`config.mk`:
```
export PLATFORM = sky130hd
export DESIGN_NAME = mem_read_arbiter
export DESIGN_NICKNAME = d
export VERILOG_FILES = /design/src/rtl/mem_arb_pkg.sv /design/src/rtl/mem_read_arbiter_rr_arb2.sv /design/src/rtl/mem_read_arbiter.sv
export SDC_FILE = /design/constraint.sdc
export NUM_CORES = 1
export LEC_CHECK = 0
export CORE_MARGIN = 2
export CORE_UTILIZATION = 48
export DETAILED_ROUTE_END_ITERATION = 7
export PLACE_DENSITY = 0.87
export SLEW_MARGIN = 5
export SYNTH_ARGS = -nofsm -noshare
export SYNTH_HDL_FRONTEND = slang
export SYNTH_HIERARCHICAL = 1
export SYNTH_SLANG_ARGS = --single-unit
```
`constraint.sdc`:
```
create_clock -name clk_i -period 2.1 [get_ports clk_i]
set_clock_uncertainty 0.2 [all_clocks]
set_input_delay 0.315 -clock clk_i [delete_from_list [all_inputs] [get_ports clk_i]]
set_output_delay 0.315 -clock clk_i [all_outputs]
set_load 0.03 [all_outputs]
```
`src/rtl/mem_arb_pkg.sv`:
```
// Shared types and constants for the two-port byte-RAM read arbiter.
package mem_arb_pkg;

  typedef enum logic [1:0] {
    IDLE  = 2'd0,
    FETCH = 2'd1,
    DRAIN = 2'd2,
    ACK   = 2'd3
  } state_e;

  localparam int PORT_IFETCH = 0;
  localparam int PORT_DATA   = 1;

  localparam int AW_DEF     = 8;
  localparam int NBYTES_DEF = 4;

endpackage

```
`src/rtl/mem_read_arbiter_rr_arb2.sv`:
```
// Two-input round-robin grant: on a tie the port not granted last time wins.
module rr_arb2
  import mem_arb_pkg::*;
(
  input  logic       clk_i,
  input  logic       rst_ni,
  input  logic [1:0] req_i,
  input  logic       upd_i,
  input  logic       upd_gnt_i,
  output logic       vld_o,
  output logic       gnt_o
);

  logic last_q;

  // Reset to the data port so the fetch port wins the first tie.
  always_ff @(posedge clk_i or negedge rst_ni) begin
    if (!rst_ni)    last_q <= 1'b1;
    else if (upd_i) last_q <= upd_gnt_i;
  end

  always_comb begin
    vld_o = |req_i;
    gnt_o = 1'(PORT_IFETCH);
    if (&req_i)        gnt_o = ~last_q;
    else if (req_i[1]) gnt_o = 1'(PORT_DATA);
  end

endmodule

```
`src/rtl/mem_read_arbiter.sv`:
```
// Shares one byte-wide synchronous RAM between two word readers; each grant
// becomes NBYTES sequential byte reads assembled little-endian and acked once.
module mem_read_arbiter
  import mem_arb_pkg::*;
#(
  parameter int AW     = AW_DEF,
  parameter int NBYTES = NBYTES_DEF
) (
  input  logic                clk_i,
  input  logic                rst_ni,
  input  logic                req0_i,
  input  logic [AW-1:0]       addr0_i,
  input  logic                req1_i,
  input  logic [AW-1:0]       addr1_i,
  output logic                ack0_o,
  output logic                ack1_o,
  output logic [8*NBYTES-1:0] rdata_o,
  output logic                busy_o,
  output logic                ram_rd_en_o,
  output logic [AW-1:0]       ram_addr_o,
  input  logic [7:0]          ram_rdata_i
);

  localparam int            CW   = (NBYTES > 1) ? $clog2(NBYTES) : 1;
  localparam logic [CW-1:0] LAST = CW'(NBYTES - 1);

  state_e                   state_q, state_d;
  logic [CW-1:0]            cnt_q, cap_idx_q;
  logic [AW-1:0]            base_q, ram_addr_q, win_addr;
  logic                     gnt_q, cap_vld_q, rd_en_q, busy_q;
  logic [1:0]               ack_q;
  logic [NBYTES-1:0][7:0]   rdata_q;
  logic                     arb_vld, arb_gnt;

  rr_arb2 u_arb (
    .clk_i     (clk_i),
    .rst_ni    (rst_ni),
    .req_i     ({req1_i, req0_i}),
    .upd_i     (state_q == ACK),
    .upd_gnt_i (gnt_q),
    .vld_o     (arb_vld),
    .gnt_o     (arb_gnt)
  );

  assign win_addr = arb_gnt ? addr1_i : addr0_i;

  always_ff @(posedge clk_i or negedge rst_ni) begin
    if (!rst_ni) state_q <= IDLE;
    else         state_q <= state_d;
  end

  always_comb begin
    state_d = state_q;
    case (state_q)
      IDLE:    if (arb_vld) state_d = FETCH;
      FETCH:   if (cnt_q == LAST) state_d = DRAIN;
      DRAIN:   state_d = ACK;
      ACK:     state_d = IDLE;
      default: state_d = IDLE;
    endcase
  end

  // Address/strobe are registered so ram_addr already equals base+cnt while cnt_q holds.
  always_ff @(posedge clk_i or negedge rst_ni) begin
    if (!rst_ni) begin
      cnt_q      <= '0;
      base_q     <= '0;
      gnt_q      <= 1'b0;
      rd_en_q    <= 1'b0;
      ram_addr_q <= '0;
      cap_vld_q  <= 1'b0;
      cap_idx_q  <= '0;
      ack_q      <= '0;
      busy_q     <= 1'b0;
    end else begin
      busy_q    <= (state_d != IDLE);
      cap_vld_q <= rd_en_q;
      cap_idx_q <= cnt_q;
      ack_q     <= '0;
      case (state_q)
        IDLE: begin
          if (arb_vld) begin
            base_q     <= win_addr;
            gnt_q      <= arb_gnt;
            cnt_q      <= '0;
            rd_en_q    <= 1'b1;
            ram_addr_q <= win_addr;
          end
        end
        FETCH: begin
          if (cnt_q == LAST) begin
            rd_en_q <= 1'b0;
            cnt_q   <= '0;
          end else begin
            cnt_q      <= cnt_q + 1'b1;
            ram_addr_q <= base_q + AW'(cnt_q) + AW'(1);
          end
        end
        DRAIN:   ack_q[gnt_q] <= 1'b1;
        default: ;
      endcase
    end
  end

  // Read data lags its address cycle by one; the byte lands on the edge after that.
  always_ff @(posedge clk_i or negedge rst_ni) begin
    if (!rst_ni) begin
      rdata_q <= '0;
    end else begin
      for (int k = 0; k < NBYTES; k++)
        if (cap_vld_q && cap_idx_q == CW'(k)) rdata_q[k] <= ram_rdata_i;
    end
  end

  assign ack0_o      = ack_q[PORT_IFETCH];
  assign ack1_o      = ack_q[PORT_DATA];
  assign rdata_o     = rdata_q;
  assign busy_o      = busy_q;
  assign ram_rd_en_o = rd_en_q;
  assign ram_addr_o  = ram_addr_q;

endmodule

```
=== Yosys cells after proc, flatten, opt, wreduce, memory -nomap -nowiden ===
Index checks and enable logic that the tools add are counted.

* Register bits: 61
* Output and inout port bits: 44
* Word-level logic and storage cells: 64

* Add/subtract/negate cells: 3
* Order comparisons: 2
* Eq/ne operators: 10
* Muxes and demuxes: 18
* Bitwise operators: 1
* Reduce and logical (&&, ||, !) cells: 15

{| class="wikitable"
|+ Operator list
! cell !! number
|-
| two-way mux 8 bit || 3
|-
| one-hot mux 8 bit (2 select lines) || 1
|-
| equality test 2 bit (second input constant) || 5
|-
| two-way mux 2 bit || 5
|-
| adder 8 x 1 -> 8 bit (second input constant) || 1
|-
| adder 8 x 2 -> 8 bit || 1
|-
| one-hot mux 2 bit (4 select lines) || 1
|-
| inequality test 2 bit (second input constant) || 3
|-
| AND reduction 2 bit || 3
|-
| AND reduction 3 bit || 2
|-
| logical AND 1 bit || 5
|-
| two-way mux 1 bit || 5
|-
| equality test 2 x 1 -> 1 bit (second input constant) || 2
|-
| zero test 2 bit || 2
|-
| one-hot mux 2 bit (2 select lines) || 1
|-
| nonzero test 2 bit || 2
|-
| adder 2 x 1 -> 2 bit (second input constant) || 1
|-
| < comparator 1 x 2 -> 1 bit (second input constant) || 1
|-
| one-hot mux 1 bit (2 select lines) || 1
|-
| OR reduction 2 bit || 1
|-
| demux 1 bit (select 1 bit) || 1
|-
| >= comparator 1 bit (second input constant) || 1
|-
| inverter 1 bit || 1
|}

=== Logic depth before layout (Yosys ltp) ===
* Depth after elaboration: 5
* Mapped depth: 7
* Depth with buffers taken out: 7

=== Cells and area by module ===
The synthesis kept the hierarchy.

{| class="wikitable"
|+ Modules (own cells, without submodules)
! module !! instances !! cells an instance !! area an instance (µm²) !! seq. area each (µm²)
|-
| mem_read_arbiter || 1 || 195 || 2555.0 || 1501.4
|-
| rr_arb2 || 1 || 4 || 55.1 || 26.3
|}

=== Worst setup path after synthesis ===
Ideal clock, no wire load.

* Path kind: flip-flop to flip-flop
* Start point: register cnt_q[0]
* End point: register ram_addr_q[4] (netlist: ram_addr_o[4])
* Library setup time: 0.125 ns
* Arrival time: 1.652 ns
* Data required time: 1.775 ns
* Path slack: 0.124 ns
* Cell stages (with the launch flop): 8
* Buffers on the path: 0
* Clock period less this slack: 1.976 ns
* Cell sequence: dfrtp_1 -> inv_1 -> ha_1 -> fa_1 -> nand3b_1 -> xor2_1 -> mux2i_1 -> mux2_2

* Cells in the longest elaborated chain, start to end: 4
* Elaborated cells on any way between the ends: 7
* Classes of those cells: 2 x add/sub; 2 x eq/ne; 2 x mux; 1 x reduce/logical

{| class="wikitable"
|+ RTL lines
! item !! RTL line !! RTL
|-
| start: declaration || mem_read_arbiter.sv:28 || <nowiki>logic [CW-1:0] cnt_q, cap_idx_q;</nowiki>
|-
| start signal: assignment || mem_read_arbiter.sv:95 || <nowiki>cnt_q <= cnt_q + 1'b1;</nowiki>
|-
| adder 8 x 2 -> 8 bit || mem_read_arbiter.sv:96 || <nowiki>ram_addr_q <= base_q + AW'(cnt_q) + AW'(1);</nowiki>
|-
| adder 8 x 1 -> 8 bit || mem_read_arbiter.sv:96 ||
|-
| two-way mux 8 bit || mem_read_arbiter.sv:91 || <nowiki>if (cnt_q == LAST) begin</nowiki>
|-
| one-hot mux 8 bit (2 select lines) || mem_read_arbiter.sv:80 || <nowiki>case (state_q)</nowiki>
|-
| end signal: assignment || mem_read_arbiter.sv:87 || <nowiki>ram_addr_q <= win_addr;</nowiki>
|-
| end signal: assignment || mem_read_arbiter.sv:96 ||
|-
| end: declaration || mem_read_arbiter.sv:29 || <nowiki>logic [AW-1:0] base_q, ram_addr_q, win_addr;</nowiki>
|}

Parallel ways exist; a longest one is shown, timed or not. The select of a mux whose other input is x is not followed.
A chain may end at the register's enable or synchronous reset.

=== Final worst setup path ===
Same ends and word-level chain as after synthesis.

==> metrics.txt <==
R2R cell count=7; worst slew pin tran=~0.47 ns; routed vias=1826; GRT overflow=0; Post-synth EDFFs=0; antenna-violating nets left=0; Clk network pwr share=between 10% and 20%; total CTS buffers=9; first-pass GRT wire length=~8900 um; Net Count, Synth=around 230; Post-Route WL=~5200 um; reg2reg end=ram_addr_o[4]; I/O Buffers=a little over 70; total design power=around 6.7 mW; die span in y=77.7 um; Min-Delay Startpoint=ram_rd_en_o; Net Switching=2.62 mW; outcome=finished, final reports clean; Fmax=around 490 MHz; Worst R2R Start=cnt_q[0]; maxcap violations=0; Combinational Power Share=50.2%; Unique masters post-synth=38; Crit path arrival time=2.05 ns; TritonCTS clock tree=built; CP Class=reg2reg; fin cells=between 300 and 400; sequential share of power=32.4%; DP Worst Slack=-0.0917 ns; IO Pins=72; CTS Sinks=61; VDD IR-drop max=0.743 mV; Hold Violations, Final=0; Final WS setup=0.0635 ns; fin crit period=2.04 ns; row cnt=26; Setup-failing EPs final=0; DR vias/cell=5.11; Synth area leaders=dfrtp_1, mux2_2, o21ai_0, nand2_1, mux2i_1; hold crit path type=reg2reg; Ys Warns=6; starting density of the core=between 50% and 60%; total negative slack=0 ns; die area=slightly above 0.006 sq mm; ys flop type=dfrtp_1; Cell Pwr Density=approximately 1800 mW/mm^2; setup bufs post-CTS=0; leak pwr=1.57 nW; FF+latch count, synth=61; # nets final=about 310; most common cell in the netlist=dfrtp_1; Synth async-reset ratio=100%; hold path depth=0; Int Power=between 4 and 5 mW; post-synthesis sequential area ratio=between 50% and 60%; dpl cells=340; Root Driver=clkbuf_8; Fill cells=between 300 and 400; core box area=0.00517 sq mm; Synth top cells by count=dfrtp_1, mux2_2, nand2_1; CP Capture Type=flop; Area Overhead vs Synth=39.7%; register area=roughly 0.0015 sq mm; Synth top area share=57.5%; largest net degree at the start of global routing=62; Critical Path Fanout Max=2; Worst Hold Endpoint=cap_vld_q; H-tree Lvls=3; Pre-antenna DRT Iters=4; WL per Instance=about 15 um; fin. max-slew vios=0; hpwl dp=about 3700 um; initial antenna violation count=0; CTS Buffer Depth=2; number of global-route vias before repair=1903; antenna cells=0; Cells after Synth=199; Clock Pin Slew Worst Setup and Hold Paths=approximately 0.070 ns; Tcrit/Tclk final=97.0%; switching share of total power=between 30% and 40%; max_slew headroom=between 60% and 70%; Critical Path RT=about 2.1 ns; dpl cell area=0.00341 sq mm; RSZ-0062 raised after global routing=false; area of the multi-input gates=about 0.0010 sq mm; Setup crit start kind=flop; DR iter-0 viols=55; Reg2Reg Setup Slack=between 0.06 and 0.07 ns; GRT Util Overall=19.1%; DIE WIDTH=roughly 80 um; Synth Cell Area=0.00261 sq mm; synthesized area per cell=between 10 and 15 sq um; GP Congestion=a little over 0.8; cell area after layout=0.00365 sq mm; later-pin clock latency in the skew report=~0.33 ns; Residual DRC=0; share of post-route cells with drive strength above 1=about a quarter; cell type with the largest total area after synthesis=dfrtp_1
area by class of cell:
class,instances,area share [%]
Inverter,5,0.515
Clock buffer,10,3.77
Sequential cell,61,41.9
Tap cell,70,2.40
Clock inverter,6,2.37
Timing Repair Buffer,78,21.2
Multi-Input combinational cell,127,27.9
what timing repair did:
action | in CTS | in global routing
endpoints found under the hold margin | 60 | 0
hold buffers | 1 | 0
setup endpoints to repair | 0 | 1
resized for setup | 0 | 1
power by group through the flow:
stage	clock network, mW	logic (mW)	registers, mW
final	1.16	3.34	2.16
after CTS	1.18	3.37	2.16
after global routing	1.23	3.58	2.24
after detailed placement	0	3.36	2.17
after floorplan	0	1.37	2.92
after global placement	0	3.28	2.15
worst max-delay path by stage:
| stage | from | endpoint | slack (ns) | cells after the start |
|---|---|---|---|---|
| CTS | cnt_q[0] | ram_addr_o[4] | 0.04 | 7 |
| finish | cnt_q[0] | ram_addr_o[4] | 0.06 | 7 |
| detailed placement | req1_i | ram_addr_o[4] | -0.09 | 6 |
| global placement | req1_i | ram_addr_o[0] | 0.004 | 6 |
| floorplan | cnt_q[0] | ram_addr_o[4] | 0.12 | 7 |
| global route | cnt_q[0] | ram_addr_o[4] | 0.02 | 7 |
worst max-delay path, stage by stage, from the launching register on:
cell	delay (ns)
dfrtp_1	0.35
inv_1	0.04
ha_1	0.22
fa_2	0.35
nand3b_1	0.22
xor2_1	0.18
mux2i_1	0.09
mux2_2	0.27
flip-flops by register name, summed over array words and instances (netlist names):
| register | cells |
|---|---|
| ack_q | 2 |
| base_q | 8 |
| busy_o | 1 |
| cap_idx_q | 2 |
| cap_vld_q | 1 |
| cnt_q | 2 |
| gnt_q | 1 |
| ram_addr_o | 8 |
| ram_rd_en_o | 1 |
| rdata_o | 32 |
| state_q | 2 |
| u_arb/last_q | 1 |
per-layer routing:
metal	vias to the layer above	track usage, %	share of wire [%]
li1	864	-	-
met1	880	23.4	44
met2	73	31.6	49
met3	9	5.00	5.7
met4	0	9.29	1.2
met5	-	0	0
cells by family (layout without fill, tap and decap cells):
| group | count (synthesis) | after routing | synth area share (%) |
|---|---|---|---|
| flops | 61 | 61 | 58.5 |
| fa+ha+maj | 4 | 4 | 2.21 |
| xor+xnor | 6 | 6 | 2.01 |
| compound gates | 32 | 32 | 7.33 |
| mux | 43 | 43 | 18.4 |
| simple gates | 42 | 42 | 8.92 |
| buf+inv | 11 | 99 | 2.64 |
stage by stage:
step,hold WS [ns],utilization [%]
after floorplan,-0.181,-
after global placement,0.147,65.9
after detailed placement,0.148,65.9
after CTS,0.205,70.5
after global routing,0.213,70.5
final,0.208,70.5
cell usage in the layout, fill, tap and decap left out, types with 2 or more instances in the layout:
cell             instances
a21o_1                   3
a21oi_1                  4
buf_4                    5
bufinv_16                2
clkbuf_8                10
clkdlybuf4s50_1         70
clkinv_2                 2
dfrtp_1                 60
ha_1                     3
inv_1                    5
mux2_2                  35
mux2i_1                  7
nand2_1                 19
nand3b_1                 3
nor2_1                   7
nor2_4                   2
nor2b_1                  2
o21ai_0                 17
xnor2_1                  2
xor2_1                   4
Note: power is estimated with default switching activity, not from simulation.
